<file path="src/rtl/rst_seq_gen.sv">
// Staged reset sequencer: debounces the push-button, releases RST_N channels on
// programmed delays, then waits for host acknowledge (or timeout) before releasing the slot.
module rst_seq_gen #(
   parameter int                      NUM_CH      = 4,
   parameter int                      CNT_W       = 16,
   parameter logic [CNT_W-1:0]        DEBOUNCE    = 16'h00FF,
   parameter logic [NUM_CH*CNT_W-1:0] STAGE_DLY   = {16'hFFF0, 16'h0400, 16'h0100, 16'h00FF},
   parameter logic [CNT_W-1:0]        ACK_TIMEOUT = 16'h1000
) (
   input  logic              RST_CPLD_CLK,
   input  logic              RST_CPLD_RST,
   input  logic              PUSH_RST_,
   input  logic              SW_RST_REQ,
   input  logic              RST_OUT_,
   output logic [NUM_CH-1:0] RST_N,
   output logic              SLOT_RST_,
   output logic              SEQ_DONE,
   output logic              ACK_TO,
   output logic [2:0]        STATE
);

   typedef enum logic [2:0] {
      ST_HOLD     = 3'd0,
      ST_DEBOUNCE = 3'd1,
      ST_SEQUENCE = 3'd2,
      ST_WAIT_ACK = 3'd3,
      ST_RUN      = 3'd4
   } state_t;

   localparam logic [CNT_W-1:0] CNT_ONE  = {{(CNT_W-1){1'b0}}, 1'b1};
   localparam logic [CNT_W-1:0] CNT_MAX  = {CNT_W{1'b1}};
   localparam logic [CNT_W:0]   CNT1_EXT = {{CNT_W{1'b0}}, 1'b1};

   logic              push_meta_r, push_sync_r;
   logic              ack_meta_r, ack_sync_r;
   state_t            state_r, state_nxt_s;
   logic [CNT_W-1:0]  cnt_r, cnt_nxt_s, cnt_inc_s;
   logic [NUM_CH-1:0] rst_n_r, rst_n_nxt_s, hit_s;
   logic              slot_r, slot_nxt_s;
   logic              done_r, done_nxt_s;
   logic              ack_to_r, ack_to_nxt_s;
   logic              deb_done_s, to_done_s;

   // Two-flop synchronizers for the asynchronous button and host acknowledge
   always_ff @(posedge RST_CPLD_CLK or posedge RST_CPLD_RST) begin
      if (RST_CPLD_RST) begin
         push_meta_r <= 1'b0;
         push_sync_r <= 1'b0;
         ack_meta_r  <= 1'b1;
         ack_sync_r  <= 1'b1;
      end else begin
         push_meta_r <= PUSH_RST_;
         push_sync_r <= push_meta_r;
         ack_meta_r  <= RST_OUT_;
         ack_sync_r  <= ack_meta_r;
      end
   end

   // Saturating increment and the per-channel / terminal-count compares
   assign cnt_inc_s  = (cnt_r == CNT_MAX) ? cnt_r : cnt_r + CNT_ONE;
   assign deb_done_s = ({1'b0, cnt_r} + CNT1_EXT) >= {1'b0, DEBOUNCE};
   assign to_done_s  = ({1'b0, cnt_r} + CNT1_EXT) >= {1'b0, ACK_TIMEOUT};

   always_comb begin
      hit_s = '0;
      for (int k = 0; k < NUM_CH; k++) begin
         hit_s[k] = (cnt_r >= STAGE_DLY[k*CNT_W +: CNT_W]);
      end
   end

   // Next-state and next-output logic; a low button overrides everything
   always_comb begin
      state_nxt_s  = state_r;
      cnt_nxt_s    = cnt_r;
      rst_n_nxt_s  = rst_n_r;
      slot_nxt_s   = slot_r;
      done_nxt_s   = 1'b0;
      ack_to_nxt_s = ack_to_r;
      if (!push_sync_r && (state_r != ST_HOLD)) begin
         state_nxt_s  = ST_HOLD;
         cnt_nxt_s    = '0;
         rst_n_nxt_s  = '0;
         slot_nxt_s   = 1'b0;
         ack_to_nxt_s = 1'b0;
      end else begin
         case (state_r)
            ST_HOLD: begin
               cnt_nxt_s   = '0;
               rst_n_nxt_s = '0;
               slot_nxt_s  = 1'b0;
               if (push_sync_r) state_nxt_s = ST_DEBOUNCE;
               else             state_nxt_s = ST_HOLD;
            end
            ST_DEBOUNCE: begin
               rst_n_nxt_s = '0;
               slot_nxt_s  = 1'b0;
               if (deb_done_s) begin
                  state_nxt_s = ST_SEQUENCE;
                  cnt_nxt_s   = '0;
               end else begin
                  cnt_nxt_s   = cnt_inc_s;
               end
            end
            ST_SEQUENCE: begin
               if (&rst_n_r) begin
                  state_nxt_s = ST_WAIT_ACK;
                  cnt_nxt_s   = '0;
               end else begin
                  cnt_nxt_s   = cnt_inc_s;
                  rst_n_nxt_s = rst_n_r | hit_s;
               end
            end
            ST_WAIT_ACK: begin
               // Acknowledge wins over a coinciding timeout
               if (!ack_sync_r) begin
                  state_nxt_s = ST_RUN;
                  cnt_nxt_s   = '0;
                  slot_nxt_s  = 1'b1;
                  done_nxt_s  = 1'b1;
               end else if (to_done_s) begin
                  state_nxt_s  = ST_RUN;
                  cnt_nxt_s    = '0;
                  slot_nxt_s   = 1'b1;
                  done_nxt_s   = 1'b1;
                  ack_to_nxt_s = 1'b1;
               end else begin
                  cnt_nxt_s    = cnt_inc_s;
               end
            end
            ST_RUN: begin
               cnt_nxt_s = '0;
               if (SW_RST_REQ) begin
                  state_nxt_s = ST_HOLD;
                  rst_n_nxt_s = '0;
                  slot_nxt_s  = 1'b0;
               end else begin
                  done_nxt_s  = 1'b1;
               end
            end
            default: begin
               state_nxt_s = ST_HOLD;
               cnt_nxt_s   = '0;
               rst_n_nxt_s = '0;
               slot_nxt_s  = 1'b0;
            end
         endcase
      end
   end

   // State, counter and registered outputs
   always_ff @(posedge RST_CPLD_CLK or posedge RST_CPLD_RST) begin
      if (RST_CPLD_RST) begin
         state_r  <= ST_HOLD;
         cnt_r    <= '0;
         rst_n_r  <= '0;
         slot_r   <= 1'b0;
         done_r   <= 1'b0;
         ack_to_r <= 1'b0;
      end else begin
         state_r  <= state_nxt_s;
         cnt_r    <= cnt_nxt_s;
         rst_n_r  <= rst_n_nxt_s;
         slot_r   <= slot_nxt_s;
         done_r   <= done_nxt_s;
         ack_to_r <= ack_to_nxt_s;
      end
   end

   assign RST_N     = rst_n_r;
   assign SLOT_RST_ = slot_r;
   assign SEQ_DONE  = done_r;
   assign ACK_TO    = ack_to_r;
   assign STATE     = state_r;

endmodule
</file>
<file path="config.mk">
export PLATFORM = sky130hd
export DESIGN_NAME = rst_seq_gen
export DESIGN_NICKNAME = d
export VERILOG_FILES = /design/src/rtl/rst_seq_gen.sv
export SDC_FILE = /design/constraint.sdc
export NUM_CORES = 1
export LEC_CHECK = 0
export CAP_MARGIN = 20
export CORE_AREA = 2 2 61 63
export DETAILED_ROUTE_END_ITERATION = 8
export DIE_AREA = 0 0 63 65
export DONT_BUFFER_PORTS = 1
export HOLD_SLACK_MARGIN = 0.03
export PLACE_DENSITY = 0.74
export SYNTH_ARGS = -nofsm -noshare
export SYNTH_HDL_FRONTEND = slang
export SYNTH_SLANG_ARGS = --single-unit
</file>
<file path="constraint.sdc">
create_clock -name RST_CPLD_CLK -period 2.5 [get_ports RST_CPLD_CLK]
set_clock_uncertainty 0.2 [all_clocks]
set_input_delay 0.75 -clock RST_CPLD_CLK [delete_from_list [all_inputs] [get_ports RST_CPLD_CLK]]
set_output_delay 0.75 -clock RST_CPLD_CLK [all_outputs]
set_load 0.005 [all_outputs]
</file>
---- Word-level counts from Yosys, hierarchy flattened ----
Index checks and enable logic that the tools add are counted.
word-level totals
  bits in registers ....................... 30
  logic and storage cells ................. 75
operators by class
  add/sub/neg operators ................... 2
  reductions and logical operators ........ 12
  bitwise logic cells ..................... 1
  equal/unequal tests ..................... 12
  $lt $le $gt $ge ......................... 6
  multiplexer cells ....................... 32
operator list
  cell                                                                                   count
  16-bit 2-to-1 mux                                                                      6
  16-bit case mux with 3 select lines                                                    1
  3-bit 2-to-1 mux                                                                       6
  16-bit by 1-bit adder with 17-bit output, second input constant                        1
  17-bit by 13-bit greater-or-equal comparator with 1-bit output, second input constant  1
  17-bit by 8-bit greater-or-equal comparator with 1-bit output, second input constant   1
  16-bit by 1-bit adder with 16-bit output, second input constant                        1
  16-bit == test, second input constant                                                  1
  16-bit by 11-bit greater-or-equal comparator with 1-bit output, second input constant  1
  16-bit greater-or-equal comparator, second input constant                              1
  16-bit by 8-bit greater-or-equal comparator with 1-bit output, second input constant   1
  16-bit by 9-bit greater-or-equal comparator with 1-bit output, second input constant   1
  3-bit case mux with 5 select lines                                                     1
  1-bit 2-to-1 mux                                                                       12
  4-bit 2-to-1 mux                                                                       3
  3-bit inequality test, second input constant                                           4
  4-bit case mux with 3 select lines                                                     1
  3-bit AND reduction                                                                    3
  4-bit AND reduction                                                                    2
  3-bit by 2-bit == test with 1-bit output, second input constant                        2
  2-bit nonzero test                                                                     3
  2-bit inequality test, second input constant                                           2
  4-bit inequality test, second input constant                                           1
  4-bit OR                                                                               1
  8 further kinds                                                                        8

---- Depth between registers and ports, before layout ----
Gate-level depths: netlist of the first run.
  word-level depth ........................ 6
  mapped depth ............................ 9
  mapped depth without buffers ............ 7

---- Worst setup path before layout of the first run ----
OpenSTA, ideal clock, no wires.
  path type ............................... reg2reg
  start point ............................. register cnt_r[1]
  end point ............................... register state_r[1] (netlist: STATE[1])
  data arrival time ....................... 2188 ps
  library setup time ...................... 131 ps
  path slack .............................. -20 ps
  data required time ...................... 2169 ps
  path buffers ............................ 0
  cell stages (with the launch flop) ...... 8
  path through ............................ dfrtp_1 > ha_1 > nand3_1 > or3_1 > a32o_2 > a311oi_4 > a31oi_1 > or3_1
between the ends
  cells in the longest elaborated chain, start to end .. 4
  elaborated cells between the ends (all ways) .. 6
  classes of those cells .................. 1 x add/sub; 2 x order compare; 2 x eq/ne; 1 x reduce/logical
RTL lines
  element                                                                                                                                                 RTL line  RTL
  from (decl)                                                                                                                                             37        logic [CNT_W-1:0] cnt_r, cnt_nxt_s, cnt_inc_s;
  from (signal assigned)                                                                                                                                  161       cnt_r <= cnt_nxt_s;
  16-bit by 1-bit adder with 17-bit output (*)                                                                                                            61, 62
  17-bit by 13-bit greater-or-equal comparator with 1-bit output / 17-bit by 8-bit greater-or-equal comparator with 1-bit output (equally long branches)  62, 61
  4-bit inequality test (no line) / 3-bit inequality test (equally long branches)                                                                         -
  4-bit AND reduction (no line) (*)                                                                                                                       -
  to (signal assigned)                                                                                                                                    160       state_r <= state_nxt_s;
  to (decl)                                                                                                                                               36        state_t state_r, state_nxt_s;
Mark *: on every way between the ends. The rest lies on a longest branch, timed or not.
A chain may end at the register's enable or synchronous reset.

---- Final worst setup path of the first run ----
  start point ............................. register cnt_r[0]
  end point ............................... register state_r[1] (netlist: STATE[1])
Same word-level chain as after synthesis.

==> results of run 1 <==
==> metal layers <==
| layer | GRT usage | share of wire |
|---|---|---|
| met1 | 0.311 | 0.42 |
| met2 | 0.403 | 0.49 |
| met3 | 0.0417 | 0.055 |
| met4 | 0.100 | 0.033 |
| met5 | 0 | 0 |
==> layout by cell type (no fill, tap or decap), drive strengths merged, types with 4 or more instances in the layout <==
cell type / count
a21oi: 10
xnor2: 10
a211oi: 14
nand2: 10
a31oi: 5
o21ai: 6
nor2: 25
or3: 4
nor3: 6
nand2b: 5
nand3: 9
nand4: 9
clkbuf: 6
buf: 33
dfrtp: 28
==> sequential cells by signal, summed over array words and instances (netlist names) <==
name         count
SLOT_RST_        1
push_meta_r      1
push_sync_r      1
RST_N            4
ack_meta_r       1
ACK_TO           1
STATE            3
SEQ_DONE         1
ack_sync_r       1
cnt_r           16
==> area by class of cell <==
| cell class | instances | area, µm² |
|---|---|---|
| Multi-Input combinational cell | 153 | 1130 |
| Clock buffer | 6 | 51.3 |
| Timing Repair Buffer | 33 | 277 |
| Fill cell | 294 | 1200 |
| Inverter | 3 | 11.3 |
| Tap cell | 48 | 60.1 |
| Clock inverter | 2 | 12.5 |
| Sequential cell | 30 | 754 |
==> power by group through the flow <==
stage                     Combinational, mW  Sequential [mW]  Clock (mW)
after floorplan                       0.326            0.552           0
after global placement                0.400            0.554           0
after detailed placement              0.411            0.557           0
after CTS                             0.486            0.552       0.320
after global routing                  0.558            0.559       0.342
final                                 0.516            0.553       0.312
==> logic make-up after synthesis <==
group / count (synthesis)
compound gates: 45
xor+xnor: 13
fa+ha+maj: 3
buf+inv: 15
flops: 30
mux: 1
simple gates: 91
==> worst paths after layout <==
path / slack (ns) / endpoint / cells past startpoint / start
setup / recovery: -0.01 / STATE[1] / 8 / cnt_r[0]
hold / removal: 0.16 / ack_sync_r / 0 / ack_meta_r
setup reg to reg: -0.01 / STATE[1] / 8 / cnt_r[0]
hold reg to reg: 0.16 / ack_sync_r / 0 / ack_meta_r
max in group asynchronous: 1.62 / ack_meta_r / 2 / RST_CPLD_RST
min in group asynchronous: 0.17 / RST_N[3] / 2 / RST_CPLD_RST
==> what timing repair did <==
| item | CTS | global route |
|---|---|---|
| buffers inserted | 2 | 2 |
| gates cloned | 0 | 0 |
| setup endpoints to repair | 6 | 15 |
| pin swaps | 1 | 2 |
| gates resized for setup | 1 | 11 |
==> impl_table.tex, run 1 <==
\begin{tabular}{lr}
\hline
Metric & Value \\
\hline
\multicolumn{2}{l}{\textbf{CTS}} \\
\quad Cts hold-fix bufs & 0 \\
\quad TritonCTS buffer count & 5 \\
\quad Root buffer selected by CTS & clkbuf\_4 \\
\quad Maximum level of the CTS H-tree & 2 \\
\quad Total clock sinks & 30 \\
\quad Worst-Skew Late Latency & 0.34 ns \\
\quad Post-CTS clock slew at the launch and capture registers of the worst setup and hold paths & about 0.10 ns \\
\quad TritonCTS clock tree & done \\
\quad Max clock buf depth & 2 \\
\multicolumn{2}{l}{\textbf{Synthesis}} \\
\quad Complex-gate fraction of the synthesized area & 0.210 \\
\quad Count of flip-flops with a built-in enable after synthesis & 0 \\
\quad Synthesized area divided by synthesized cell count & $\sim$9.6 µm² \\
\quad Number of synthesis warnings & 0 \\
\quad Register bit count reported by yosys & 30 \\
\quad Leading cell type by number of instances after synthesis & dfrtp\_1 \\
\quad Area leader, netlist & dfrtp\_1 \\
\quad Simple-gate share of the synthesized area & 0.273 \\
\quad Yosys cell types & 51 \\
\quad Adder and majority gate portion of the synthesized area & 0.0197 \\
\quad Synth Instances & 198 \\
\quad Multiplexer fraction of the synthesized cell area & 0.00526 \\
\quad Mapped cell area & about 1900 µm² \\
\quad Fraction of synthesized cell area in xor and xnor cells & 0.0598 \\
\quad Main synth FF type & dfrtp\_1 \\
\quad Largest family of logic cells by synthesized area & simple AND/OR/NAND/NOR gates \\
\quad Sequential cell area fraction in the yosys report & 0.396 \\
\quad Leading cell types by count after synthesis & dfrtp\_1, nor2\_1, a21oi\_1, nand2\_1, xnor2\_1 \\
\quad Post-synthesis net count & 206 \\
\quad Ranking of synthesized cells by area & dfrtp\_1, a211oi\_2, nor2\_1, xnor2\_1, dfstp\_2 \\
\quad Fraction of post-synthesis cell area in the top cell type by area & 0.368 \\
\quad Proportion of synthesized flip-flops having asynchronous set or reset & 1.00 \\
\multicolumn{2}{l}{\textbf{Timing}} \\
\quad RSZ-0062 raised after global routing & true \\
\quad Fmax & approximately 400 MHz \\
\quad Final hold violations & 0 \\
\quad Worst slack on hold paths & around 0.16 ns \\
\quad Final worst path period share & 1.00 \\
\quad Worst setup slack after layout & -0.0103 ns \\
\quad Number of setup violations in the final report & 1 \\
\quad Number of pins exceeding their max-slew limit in the final report & 0 \\
\quad Worst-Margin Slew & 0.635 ns \\
\quad Final worst path period need & 2.51 ns \\
\quad Max transition margin & 0.572 \\
\quad Final sum of negative setup slack & -0.0103 ns \\
\multicolumn{2}{l}{\textbf{Die}} \\
\quad Full die area & roughly 4100 µm² \\
\quad Number of standard-cell rows in the floorplan & 22 \\
\quad Area of the core region & 3500 µm² \\
\quad Starting density of the core & 0.544 \\
\quad Number of top-level pins & 15 \\
\quad Die H & approximately 65 µm \\
\quad Die Wd & 63 µm \\
\multicolumn{2}{l}{\textbf{Pwr}} \\
\quad Part of the power in the clock network & 0.226 \\
\quad Combinational Power Share & 0.374 \\
\quad Switching component of the power & about 0.49 mW \\
\quad Sequential power share & 0.400 \\
\quad Fraction of power spent switching nets & 0.358 \\
\quad Internal power & $\sim$0.89 mW \\
\quad Peak VDD IR & 0.000309 V \\
\quad Cell area power density & 603 nW/µm² \\
\quad Tot Pwr & roughly 1.4 mW \\
\quad Static Leak & roughly 0.93 nW \\
\multicolumn{2}{l}{\textbf{Placement}} \\
\quad Worst-case setup slack after placement & -0.0413 ns \\
\quad Post-detailed-placement half-perimeter wirelength & 3210 µm \\
\quad Number of placed instances, taps included & 263 \\
\quad Gp weighted congestion & 0.935 \\
\quad Cell area after placement & 2140 µm² \\
\quad Number of port buffers & 0 \\
\multicolumn{2}{l}{\textbf{Finish}} \\
\quad Fin cells & 275 \\
\quad Number of inserted diodes & 0 \\
\quad Final Instance Area & 2290 µm² \\
\quad Share of the core filled with cells in the final layout & 0.656 \\
\quad Final Net Count & 234 \\
\quad Ratio of cells with drive above 1 in the final layout & 0.330 \\
\quad Synth-to-layout area growth & 20.5\% \\
\multicolumn{2}{l}{\textbf{GRT}} \\
\quad Number of antenna violations at the first check in global routing & 0 \\
\quad Total Routing Usage GR & 0.242 \\
\quad Wire length of the first global-routing pass & 7510 µm \\
\quad Vias in the first global route & 1601 \\
\quad Maximum number of pins on one net before global-route repair & 31 \\
\quad Congestion Overflow GR & 0 \\
\multicolumn{2}{l}{\textbf{Drt}} \\
\quad Violation count after the first detailed-route iteration & 98 \\
\quad Number of vias per cell after detailed routing & 6.03 \\
\quad Final wirelength & 4570 µm \\
\quad Number of remaining DRC errors & 0 \\
\quad Detail-routed net length per standard cell & 16.6 µm \\
\quad Number of nets still failing antenna checks after routing & 0 \\
\quad Number of vias in the routed layout & 1657 \\
\quad Pre-Repair DR Iteration Count & 4 \\
\multicolumn{2}{l}{\textbf{Setup path}} \\
\quad Worst Setup End Kind & flip-flop \\
\quad Combined buffer and inverter count along the critical path & 1 \\
\quad Category of the critical setup timing path & reg -> reg \\
\quad Max incr delay on CP & 0.43 ns \\
\quad Kind of launch point of the worst setup path & flip-flop \\
\quad Peak fanout along the critical path & 4 \\
\quad Critical path, cell by cell & ha\_4 > nand3\_2 > or3\_4 > a32o\_2 > a311oi\_4 > buf\_4 > a31oi\_1 > or3\_1 \\
\quad CP max stage cell & dfrtp\_1 \\
\quad Critical path required time & 2.53 ns \\
\quad Critical Path AT & 2.54 ns \\
\quad CP top delay family & simple AND/OR/NAND/NOR gates \\
\multicolumn{2}{l}{\textbf{Flow run}} \\
\quad Number of max-cap violations & 0 \\
\multicolumn{2}{l}{\textbf{Min path}} \\
\quad Class of the tightest hold or removal check & reg -> reg \\
\multicolumn{2}{l}{\textbf{Outcome}} \\
\quad Violated checks & setup timing \\
\quad Outcome & finished, violations left \\
\hline
\end{tabular}
No activity file was read; power rests on OpenSTA's default activity.
==> run 2, diff against run 1 <==
- ABC_AREA: not set -> 1
- PLACE_DENSITY: 0.74 -> 0.73
==> impl_table.tex, run 2 <==
\begin{tabular}{lr}
\hline
Metric & Value \\
\hline
\multicolumn{2}{l}{\textbf{Synthesis}} \\
\quad Leading cell types by count after synthesis & nand2\_1, inv\_1, nor2\_1 \\
\quad Synthesized area divided by synthesized cell count & 7.14 µm² (-26\%) \\
\quad Main synth FF type & dfrtp\_1 \\
\quad Post-synthesis net count & 270 (+31\%) \\
\quad Ranking of synthesized cells by area & dfrtp\_1, nand2\_1, nand3\_1, inv\_1, nor2\_1 \\
\quad Proportion of synthesized flip-flops having asynchronous set or reset & 1.00 (unchanged) \\
\quad Number of synthesis warnings & 0 (unchanged) \\
\quad Register bit count reported by yosys & 30 (unchanged) \\
\quad Area leader, netlist & dfrtp\_1 \\
\quad Synth Instances & 262 (+32\%) \\
\quad Count of flip-flops with a built-in enable after synthesis & 0 (unchanged) \\
\quad Leading cell type by number of instances after synthesis & nand2\_1 \\
\quad Yosys cell types & 28 (-45\%) \\
\quad Fraction of post-synthesis cell area in the top cell type by area & 0.375 (+0.00640) \\
\quad Sequential cell area fraction in the yosys report & 0.403 (+0.00688) \\
\quad Mapped cell area & 1870 µm² (-1.7\%) \\
\multicolumn{2}{l}{\textbf{Min path}} \\
\quad Worst Hold Depth & 0 (unchanged) \\
\quad End point of the worst hold path & push\_sync\_r \\
\quad Class of the tightest hold or removal check & reg -> reg \\
\quad Hold path start & push\_meta\_r \\
\multicolumn{2}{l}{\textbf{GRT}} \\
\quad Congestion Overflow GR & 0 (unchanged) \\
\quad Vias in the first global route & 1553 (-3.0\%) \\
\quad Total Routing Usage GR & 0.216 (-0.0257) \\
\quad Wire length of the first global-routing pass & 6840 µm (-8.9\%) \\
\quad Number of antenna violations at the first check in global routing & 0 (unchanged) \\
\quad Maximum number of pins on one net before global-route repair & 31 (unchanged) \\
\multicolumn{2}{l}{\textbf{CTS}} \\
\quad Root buffer selected by CTS & clkbuf\_4 \\
\quad Total clock sinks & 30 (unchanged) \\
\quad Number of buffers added for setup after CTS & 0 (-2) \\
\quad TritonCTS buffer count & 5 (unchanged) \\
\quad Worst-Skew Late Latency & 0.32 ns (-0.02 ns) \\
\quad TritonCTS clock tree & done \\
\quad Max clock buf depth & 2 (unchanged) \\
\quad Maximum level of the CTS H-tree & 2 (unchanged) \\
\quad Cts hold-fix bufs & 0 (unchanged) \\
\quad Post-CTS clock slew at the launch and capture registers of the worst setup and hold paths & 0.09 ns (about the same) \\
\quad Post-CTS sizing & 0 (-1) \\
\multicolumn{2}{l}{\textbf{Setup path}} \\
\quad Worst reg2reg path endpoint & STATE[0] \\
\quad Critical path required time & 2.52 ns (about the same) \\
\quad CP max stage cell & dfrtp\_1 \\
\quad Worst Setup End Kind & flip-flop \\
\quad Register-to-register path setup slack & 0.27 ns (+0.28 ns) \\
\quad Combined buffer and inverter count along the critical path & 1 (unchanged) \\
\quad Kind of launch point of the worst setup path & flip-flop \\
\quad Cell repeated most along the worst path & nand2\_1 \\
\quad CP Launch Point & cnt\_r[1] \\
\quad Critical Path AT & 2.25 ns (-0.29 ns) \\
\quad Reg-to-reg startpoint & cnt\_r[1] \\
\quad Max incr delay on CP & 0.42 ns (about the same) \\
\quad Worst-case reg-to-reg path depth & 14 (+6) \\
\quad CP top delay family & simple AND/OR/NAND/NOR gates \\
\quad Category of the critical setup timing path & reg -> reg \\
\quad Critical path, cell by cell & ha\_1 > nand2\_2 > nor2\_4 > inv\_1 > nor2\_1 > nor2\_1 > nand2\_1 > nor2\_1 > nand2\_1 > nand2\_1 > nand2\_1 > nand2\_1 > nand2\_1 > nand2\_1 \\
\quad Peak fanout along the critical path & 8 (+4) \\
\multicolumn{2}{l}{\textbf{Drt}} \\
\quad Pre-Repair DR Iteration Count & 4 (unchanged) \\
\quad Number of vias per cell after detailed routing & 5.21 (-14\%) \\
\quad Number of nets still failing antenna checks after routing & 0 (unchanged) \\
\quad Final wirelength & 4020 µm (-12\%) \\
\quad Detail-routed net length per standard cell & 12.6 µm (-24\%) \\
\quad Number of remaining DRC errors & 0 (unchanged) \\
\quad Number of vias in the routed layout & 1666 (+0.54\%) \\
\quad Violation count after the first detailed-route iteration & 121 (+23\%) \\
\multicolumn{2}{l}{\textbf{Die}} \\
\quad Number of standard-cell rows in the floorplan & 22 (unchanged) \\
\quad Starting density of the core & 0.535 (-0.00931) \\
\quad Die Wd & 63 µm (unchanged) \\
\quad Number of top-level pins & 15 (unchanged) \\
\quad Full die area & 4100 µm² (unchanged) \\
\quad Die H & 65 µm (unchanged) \\
\quad Area of the core region & 3500 µm² (unchanged) \\
\multicolumn{2}{l}{\textbf{Finish}} \\
\quad Register containing the most flip-flops in the final layout & cnt\_r \\
\quad Share of the core filled with cells in the final layout & 0.575 (-0.0812) \\
\quad Number of inserted diodes & 0 (unchanged) \\
\quad Ratio of cells with drive above 1 in the final layout & 0.118 (-0.213) \\
\quad Most common library cell in the layout ignoring fill and taps & nand2\_1 \\
\quad Final Net Count & 279 (+19\%) \\
\quad Fillers & 340 (+16\%) \\
\quad Most frequent cells in the layout & nand2\_1, inv\_1, nor2\_1, nand3\_1, dfrtp\_1 \\
\quad Synth-to-layout area growth & 7.42\% \\
\quad Fin cells & 320 (+16\%) \\
\quad Flip-flop count of the largest register, all copies and words added & 16 (unchanged) \\
\multicolumn{2}{l}{\textbf{Placement}} \\
\quad Post-detailed-placement half-perimeter wirelength & 3050 µm (-4.9\%) \\
\quad Number of port buffers & 0 (unchanged) \\
\quad Number of placed instances, taps included & 312 (+19\%) \\
\quad Gp weighted congestion & 0.907 (-3.0\%) \\
\quad Worst-case setup slack after placement & 0.224 ns (+0.265 ns) \\
\multicolumn{2}{l}{\textbf{Timing}} \\
\quad RSZ-0062 raised after global routing & false \\
\quad Worst-Margin Slew & 0.380 ns (-0.255 ns) \\
\quad Worst setup slack after layout & 0.271 ns (+0.281 ns) \\
\quad Number of setup violations in the final report & 0 (-1) \\
\quad Final sum of negative setup slack & 0 ns (+0.0103 ns) \\
\quad Final hold violations & 0 (unchanged) \\
\quad Number of pins exceeding their max-slew limit in the final report & 0 (unchanged) \\
\quad Max transition margin & 0.747 (+0.175) \\
\quad Fmax & 449 MHz (+13\%) \\
\quad Final worst path period share & 0.892 (-0.113) \\
\quad Final worst path period need & 2.23 ns (-0.281 ns) \\
\multicolumn{2}{l}{\textbf{Flow run}} \\
\quad Number of max-cap violations & 0 (unchanged) \\
\multicolumn{2}{l}{\textbf{Pwr}} \\
\quad Static Leak & 1.04 nW (+12\%) \\
\quad Cell area power density & 595 nW/µm² (-1.3\%) \\
\quad Peak VDD IR & 0.000526 V (+70\%) \\
\multicolumn{2}{l}{\textbf{Outcome}} \\
\quad Outcome & complete, no violations \\
\hline
\end{tabular}
run 2: worst max path at each step:
stage                endpoint  slack, ns  depth (start not counted)
floorplan           cnt_r[10]       0.53                         14
global placement     cnt_r[9]       0.28                         12
detailed placement   cnt_r[9]       0.22                         14
CTS                  cnt_r[9]       0.21                         14
global route         STATE[0]       0.07                         15
finish               STATE[0]       0.27                         14
run 2: power breakdown:
group	leakage, nW	internal [mW]	switching, mW
clock	0.0353	0.136	0.162
combinational	0.599	0.108	0.230
sequential	0.405	0.516	0.0425
run 2: logic make-up after synthesis:
group / after synthesis / share of synthesized area
AND/OR/NAND/NOR: 163 / 0.411
buffers and inverters: 43 / 0.0923
flip-flops: 30 / 0.403
AO/OA/AOI/OAI: 21 / 0.0642
adder cells (fa/ha/maj): 3 / 0.0201
XOR/XNOR: 2 / 0.00937
run 2: per-layer routing:
| metal | track usage | share of wire |
|---|---|---|
| met1 | 0.285 | 0.48 |
| met2 | 0.350 | 0.46 |
| met3 | 0.0417 | 0.047 |
| met4 | 0.0861 | 0.014 |
| met5 | 0 | 0 |
run 2: stage by stage:
| stage | total power, mW | cell area (µm²) | hold WS [ns] |
|---|---|---|---|
| 2_1_floorplan | 0.828 | 1870 | 0.131 |
| 3_3_place_gp | 0.887 | 1940 | 0.138 |
| 4_1_cts | 1.19 | 2000 | 0.156 |
| 3_5_place_dp | 0.892 | 1940 | 0.145 |
| 6_report | 1.20 | 2010 | 0.155 |
| 5_1_grt | 1.27 | 2010 | 0.165 |
run 2: area by class of cell:
| class | instances | area, µm² | area share |
|---|---|---|---|
| Multi-Input combinational cell | 189 | 952 | 0.474 |
| Sequential cell | 30 | 753 | 0.375 |
| Inverter | 41 | 154 | 0.0766 |
| Tap cell | 48 | 60.1 | 0.0299 |
| Clock buffer | 7 | 55.1 | 0.0274 |
| Timing Repair Buffer | 4 | 30.0 | 0.0149 |
| Clock inverter | 1 | 5.00 | 0.00249 |
